[config.mk]
export PLATFORM = sky130hd
export DESIGN_NAME = fib_request_ctrl
export DESIGN_NICKNAME = d
export VERILOG_FILES = /design/src/rtl/fib_request_ctrl.sv
export SDC_FILE = /design/constraint.sdc
export NUM_CORES = 1
export LEC_CHECK = 0
export ABC_AREA = 1
export BUFFER_PORTS_ARGS = -buffer_cell sky130_fd_sc_hd__buf_2
export CORE_MARGIN = 2
export CORE_UTILIZATION = 59
export DETAILED_ROUTE_END_ITERATION = 8
export PLACE_DENSITY = 0.82
export RECOVER_POWER = 25
export SYNTH_ARGS = -nofsm -noshare
export SYNTH_HDL_FRONTEND = slang
export SYNTH_SLANG_ARGS = --single-unit
[constraint.sdc]
create_clock -name clk -period 2.2 [get_ports clk]
set_input_delay 0.11 -clock clk [delete_from_list [all_inputs] [get_ports clk]]
set_output_delay 0.11 -clock clk [all_outputs]
set_load 0.02 [all_outputs]
[src/rtl/fib_request_ctrl.sv]
// Request/response controller around an iterative Fibonacci datapath (F0=F1=1).
// Accepts an index, runs one addition per cycle, then returns F_n with a carry-out flag.
module fib_request_ctrl #(
   parameter int DATA_WIDTH = 4,
   parameter int IDX_WIDTH  = 4
) (
   input  logic                  clk,
   input  logic                  reset,
   input  logic                  in_valid,
   output logic                  in_ready,
   input  logic [IDX_WIDTH-1:0]  in_idx,
   input  logic                  abort,
   output logic                  busy,
   output logic                  out_valid,
   input  logic                  out_ready,
   output logic [DATA_WIDTH-1:0] out_data,
   output logic                  out_ovf
);

   typedef enum logic [1:0] {IDLE, RUN, DONE} state_t;

   state_t                state_q, state_d;
   logic [DATA_WIDTH-1:0] a_q, a_d;
   logic [DATA_WIDTH-1:0] b_q, b_d;
   logic [DATA_WIDTH-1:0] data_q, data_d;
   logic [IDX_WIDTH-1:0]  cnt_q, cnt_d;
   logic                  ovf_q, ovf_d;
   logic                  outOvf_q, outOvf_d;
   logic [DATA_WIDTH:0]   sum;

   // The extra top bit of the sum is the carry out of the value path.
   assign sum = {1'b0, a_q} + {1'b0, b_q};

   always_comb begin
      state_d  = state_q;
      a_d      = a_q;
      b_d      = b_q;
      cnt_d    = cnt_q;
      ovf_d    = ovf_q;
      data_d   = data_q;
      outOvf_d = outOvf_q;
      case (state_q)
         IDLE: begin
            if (in_valid) begin
               a_d   = DATA_WIDTH'(1);
               b_d   = DATA_WIDTH'(1);
               cnt_d = in_idx;
               ovf_d = 1'b0;
               // F0 and F1 need no additions, so they skip RUN entirely.
               if (in_idx <= IDX_WIDTH'(1)) begin
                  state_d  = DONE;
                  data_d   = DATA_WIDTH'(1);
                  outOvf_d = 1'b0;
               end else begin
                  state_d = RUN;
               end
            end
         end
         RUN: begin
            if (abort) begin
               state_d = IDLE;
            end else begin
               a_d   = b_q;
               b_d   = sum[DATA_WIDTH-1:0];
               cnt_d = cnt_q - IDX_WIDTH'(1);
               ovf_d = ovf_q | sum[DATA_WIDTH];
               // Leaving at cnt==2 means the counter can never wrap below zero.
               if (cnt_q == IDX_WIDTH'(2)) begin
                  state_d  = DONE;
                  data_d   = sum[DATA_WIDTH-1:0];
                  outOvf_d = ovf_q | sum[DATA_WIDTH];
               end
            end
         end
         DONE: begin
            if (out_ready) begin
               state_d = IDLE;
            end
         end
         default: state_d = IDLE;
      endcase
   end

   always_ff @(posedge clk or posedge reset) begin
      if (reset) begin
         state_q  <= IDLE;
         a_q      <= DATA_WIDTH'(1);
         b_q      <= DATA_WIDTH'(1);
         cnt_q    <= '0;
         ovf_q    <= 1'b0;
         data_q   <= '0;
         outOvf_q <= 1'b0;
      end else begin
         state_q  <= state_d;
         a_q      <= a_d;
         b_q      <= b_d;
         cnt_q    <= cnt_d;
         ovf_q    <= ovf_d;
         data_q   <= data_d;
         outOvf_q <= outOvf_d;
      end
   end

   assign in_ready  = (state_q == IDLE);
   assign busy      = (state_q != IDLE);
   assign out_valid = (state_q == DONE);
   assign out_data  = data_q;
   assign out_ovf   = outOvf_q;

endmodule

# Word level (Yosys, flattened, before mapping)
# Index checks and enable logic that the tools add are counted.
dict set report totals {
  regBits 20
  inputBits 9
}
dict set report op_classes {
  addsub 2
  n_lt_le_gt_ge 1
  n_eq_ne 9
  mux 27
  bitwise 1
  n_reduce_logical 6
}
# operator count
set op_table {}
lappend op_table {{$mux W4} 9}
lappend op_table {{$pmux W4 S2} 4}
lappend op_table {{$mux W2} 5}
lappend op_table {{$mux W1} 6}
lappend op_table {{$ne A2 B2 Y1 const B} 3}
lappend op_table {{$pmux W2 S3} 1}
lappend op_table {{$reduce_and A3 Y1} 2}
lappend op_table {{$add A4 B4 Y5} 1}
lappend op_table {{$reduce_and A5 Y1} 1}
lappend op_table {{$eq A4 B2 Y1 const B} 1}
lappend op_table {{$le A4 B1 Y1 const B} 1}
lappend op_table {{$ne A2 B1 Y1 const B} 2}
lappend op_table {{$pmux W1 S2} 2}
lappend op_table {{$reduce_bool A2 Y1} 2}
lappend op_table {{$sub A4 B1 Y4 const B} 1}
lappend op_table {{$ne A3 B3 Y1 const B} 1}
lappend op_table {{$eq A2 B1 Y1 const B} 1}
lappend op_table {{$eq A2 B2 Y1 const B} 1}
lappend op_table {{$logic_not A2 Y1} 1}
lappend op_table {{$or A1 B1 Y1} 1}

# Longest topological paths before layout
dict set report logic_depth {
  depth_word 5
  mapped_depth 8
}

# Worst setup path before layout
# Ideal clock, no wire load.
dict set report synth_path {
  path_kind {register to register}
  start {register b_q[0]}
  end {register data_q[2], in the netlist out_data[2]}
  setup_time_ps 116
  t_arrival_ps 1413
  path_slack_ps 671
  stages_incl_launch_ff 8
  synth_period_minus_slack_ps 1529
  cell_sequence {dfstp_2 -> ha_1 -> inv_1 -> fa_1 -> o21ai_0 -> a21oi_1 -> nand2_1 -> nand2_1}
}
dict set report synth_between {
  elab_chain_len 4
}
# element line_no
set synth_lines {}
lappend synth_lines {{from (decl)} 24} ;# logic [DATA_WIDTH-1:0] b_q, b_d;
lappend synth_lines {{from (signal assigned)} 88} ;# b_q <= DATA_WIDTH'(1);
lappend synth_lines {{from (signal assigned)} 96} ;# b_q <= b_d;
lappend synth_lines {{$add A4 B4 Y5} 32} ;# assign sum = {1'b0, a_q} + {1'b0, b_q};
lappend synth_lines {{$mux W4} 68} ;# if (cnt_q == IDX_WIDTH'(2)) begin
lappend synth_lines {{$mux W4} 60} ;# if (abort) begin
lappend synth_lines {{$pmux W4 S2} 42} ;# case (state_q)
lappend synth_lines {{to (signal assigned)} 99} ;# data_q <= data_d;
lappend synth_lines {{to (decl)} 25} ;# logic [DATA_WIDTH-1:0] data_q, data_d;
# No other way between the ends. The select of a mux whose other input is x is not followed.
# A chain may end at the register's enable or synchronous reset.

# Worst setup path after layout
# Same ends and word-level chain as after synthesis.

==> implementation parameters <==
Parameter                              Value

Detailed routing
  Remaining routing DRC violations ... 0
  Routed length on met3 ... 66 µm
  Routed metal-1 wirelength ... 945 µm
  Per-cell routed wire length ... 11.1 µm
  Initial DRC count ... 28
  Post-route ant nets ... 0
  Highest layer used for signal routing ... met4
  Met2 wire length ... 972 µm
  Vias per cell ... 5.06
  Total detailed-routing wirelength ... 2000 µm
  Vias after detailed routing ... 916
  Pre-antenna DRT Iters ... 4

Clock network
  Maximum clock path buffer count ... 2
  Root Driver ... sky130_fd_sc_hd__clkbuf_4
  CTS H-tree depth ... 1
  # hold bufs at CTS ... 1
  Resized cells post-CTS ... 0
  Total setup buffers inserted after CTS ... 0
  Clock tree from TritonCTS ... done
  Clock sink count ... 20
  Clock latency of the later-clocked register in the worst-skew pair ... 0.30 ns
  Post-CTS clock slew at the launch and capture registers of the worst setup and hold paths ... 0.10 ns
  CTS Buf Count ... 3

Setup path
  Max stage delay cell, worst path ... sky130_fd_sc_hd__dfstp_2
  Critical Path Start Type ... register
  Ordered list of cells on the worst path ... ha_1 -> inv_1 -> fa_1 -> o21ai_0 -> a21oi_1 -> nand2_1 -> nand2_1
  Cell repeated most along the worst path ... sky130_fd_sc_hd__nand2_1
  Signal arrival time at the worst endpoint ... 1.95 ns
  Maximum net fanout on the critical path ... 3
  Critical path required time ... 2.39 ns
  Reg2reg start ... b_q[0]$_DFFE_PP1P_
  Endpoint type of the worst setup path ... register
  Type of the worst setup path ... register to register
  Critical path's largest stage delay ... 0.56 ns
  Crit path launch ... b_q[0]$_DFFE_PP1P_

Synthesis
  Mapped Avg Cell Area ... 8.09 µm²
  Register bit count reported by yosys ... 20
  Number of cells produced by synthesis ... 137
  Post-synth design cell area ... 1110 µm²
  Total nets after synthesis ... 153
  Distinct cells, synth ... 24
  Post-synth top area cell ... sky130_fd_sc_hd__dfrtp_1
  Fraction of the yosys area taken by sequential cells ... 45.4%
  Yosys warning count ... 0
  Top cells by area in the synthesized netlist ... sky130_fd_sc_hd__dfrtp_1 (41%), sky130_fd_sc_hd__nand2_1 (15%), sky130_fd_sc_hd__ha_1 (6.8%)
  Yosys top cell area share ... 40.6%

Placed design
  Count of placed standard cells including taps ... 176
  Total of buffers placed on input and output ports ... 16
  Dpl ws ... 0.583 ns
  Total half-perimeter wirelength after legalization and detailed placement ... 1480 µm
  Placed Instance Area ... 1200 µm²
  Placer's final routability congestion estimate ... 0.786

Timing
  Slew Limit Fails ... 0
  Unrepaired setup endpoints after global routing ... false
  Worst clock skew ... 0.0101 ns
  Total negative setup slack ... 0 ns
  Endpoints failing setup ... 0
  Normalized max-slew margin ... 51.3%
  Final Hold Slack ... 0.0651 ns
  Share of the cycle needed by the critical path after routing ... 79.8%
  Worst-margin pin slew ... 0.729 ns
  Time the worst path needs with I/O delays and setup ... 1.76 ns
  Max Clock Freq ... 570 MHz
  Hold violation count in the final report ... 0
  Setup WS post-layout ... 0.444 ns

Cells and area
  Fill cell instance count of the final layout ... 153
  Most common cell after layout, fill and taps aside ... sky130_fd_sc_hd__nand2_1
  Diodes inserted ... 0
  Most frequent cells in the layout ... sky130_fd_sc_hd__nand2_1 (43), sky130_fd_sc_hd__dfrtp_1 (18), sky130_fd_sc_hd__inv_1 (16)
  Layout cells sized above 1 ... 16.0%
  Final Non-Filler Cells ... 181
  Non-Filler Cell Area, Final ... 1230 µm²
  Syn-to-layout area delta ... 11.1%
  Final nets ... 173

Hold path
  Startpoint of the tightest hold check path ... out_ready
  Class of the tightest hold or removal check ... input port to register

Outcome
  Outcome ... completed

GRT
  All-layer global routing usage ... 21.2%
  Maximum number of pins on one net before global-route repair ... 21
  Number of global-route vias before repair ... 804
  Wire length of the first global-routing pass ... 3370 µm
  Remaining global-route overflow ... 0
  Number of antenna violations at the first check in global routing ... 0

Power and ir drop
  Net Switching ... 0.724 mW
  Maximum resistive drop on vdd ... 0.000928 V
  Fraction of power consumed by combinational cells ... 50.3%
  Pwr/cell area ... 1260 nW/µm²
  Leakage ... 0.660 nW
  Register share of total power ... 38.0%
  Switching share of power ... 46.9%
  Clock network fraction of design power ... 11.7%
  Internal power contribution ... 0.822 mW

Floorplan
  Placeable core region ... 1750 µm²
  Cell Rows ... 15
  Die Outline Area ... 2240 µm²
  Initial standard-cell utilization of the core ... 63.5%
  X dimension of the die ... 47.3 µm
  Die boundary height ... 47.3 µm
  I/O pin total ... 17

Job
  # Max-Cap Violations ... 0
## logic make-up (layout without fill, tap and decap cells)
group                    Yosys count  in the layout  synth area share (%)
flip-flops                        20             20                  45.4
AND/OR/NAND/NOR                   67             67                  27.2
XOR/XNOR                           1              1                 0.790
AO/OA/AOI/OAI                     21             21                  9.82
buffers and inverters             21             40                  8.24
adder cells (fa/ha/maj)            7              7                  8.58
## cell usage after synthesis
master,n
sky130_fd_sc_hd__nand2_1,43
sky130_fd_sc_hd__dfrtp_1,18
sky130_fd_sc_hd__inv_1,16
sky130_fd_sc_hd__nor2_1,9
sky130_fd_sc_hd__o21ai_0,9
sky130_fd_sc_hd__nand3_1,8
sky130_fd_sc_hd__o21ai_1,7
sky130_fd_sc_hd__ha_1,6
sky130_fd_sc_hd__a21oi_1,3
sky130_fd_sc_hd__dfstp_2,2
sky130_fd_sc_hd__inv_2,2
sky130_fd_sc_hd__nand2_2,2
sky130_fd_sc_hd__buf_4,1
sky130_fd_sc_hd__buf_6,1
sky130_fd_sc_hd__clkinv_2,1
sky130_fd_sc_hd__fa_1,1
sky130_fd_sc_hd__nand2_4,1
sky130_fd_sc_hd__nand3_4,1
sky130_fd_sc_hd__nand3b_1,1
sky130_fd_sc_hd__nor2_2,1
sky130_fd_sc_hd__nor2_4,1
sky130_fd_sc_hd__o211ai_1,1
sky130_fd_sc_hd__o22ai_1,1
sky130_fd_sc_hd__xor2_1,1
## per-layer routing
layer	up-vias	track usage, %
li1	470	-
met1	422	28.1
met2	20	36.2
met3	4	3.46
met4	0	5.00
met5	-	0
## power by group through the flow
stage | Sequential, mW | Clock, mW | Combinational [mW]
6_report | 0.588 | 0.181 | 0.778
5_1_grt | 0.604 | 0.198 | 0.876
4_1_cts | 0.587 | 0.184 | 0.792
3_5_place_dp | 0.594 | 0 | 0.779
3_3_place_gp | 0.586 | 0 | 0.755
2_1_floorplan | 0.615 | 0 | 0.598
## layout make-up
cell class              count  area [µm²]  share of cell area (%)
clock buffers               4        26.3                    2.13
inverters                  19        72.6                    5.89
multi-input cells          96         514                    41.8
flip-flops and latches     20         503                    40.9
well taps                  25        31.3                    2.54
repair buffers             17        83.8                    6.81
## registers in the layout (all words and copies together) (netlist names)
signal,flops
a_q,4
cnt_q,4
b_q,4
ovf_q,1
out_ovf,1
state_q,2
out_data,4
## final timing paths
| kind | endpoint | slack (ns) | cells after the start |
|---|---|---|---|
| max in group asynchronous | out_data[2]$_DFFE_PP0P_ | 1.27 | 3 |
| min in group asynchronous | out_ovf$_DFFE_PP0P_ | 0.46 | 3 |
| worst max register to register | out_data[2]$_DFFE_PP0P_ | 0.44 | 7 |
| worst min register to register | a_q[0]$_DFFE_PP1P_ | 0.47 | 2 |
| worst max-delay path | out_data[2]$_DFFE_PP0P_ | 0.44 | 7 |
| worst min-delay path | state_q[1]$_DFFE_PP0P_ | 0.07 | 4 |
## worst max-delay path: cells and delay by family (launching register included)
| kind | cells | cell delay, ns |
|---|---|---|
| AOI/OAI and AO/OA | 2 | 0.33 |
| adders and majority gates | 2 | 0.58 |
| buffers and inverters | 1 | 0.06 |
| DFF | 1 | 0.56 |
| and+or+nand+nor | 2 | 0.13 |
## through the flow
stage	power (mW)	utilization, %
floorplan	1.21	-
global placement	1.34	68.8
detailed placement	1.37	68.8
CTS	1.56	70.9
global route	1.68	70.5
finish	1.55	70.5
Power figures use the tool's default switching activity.
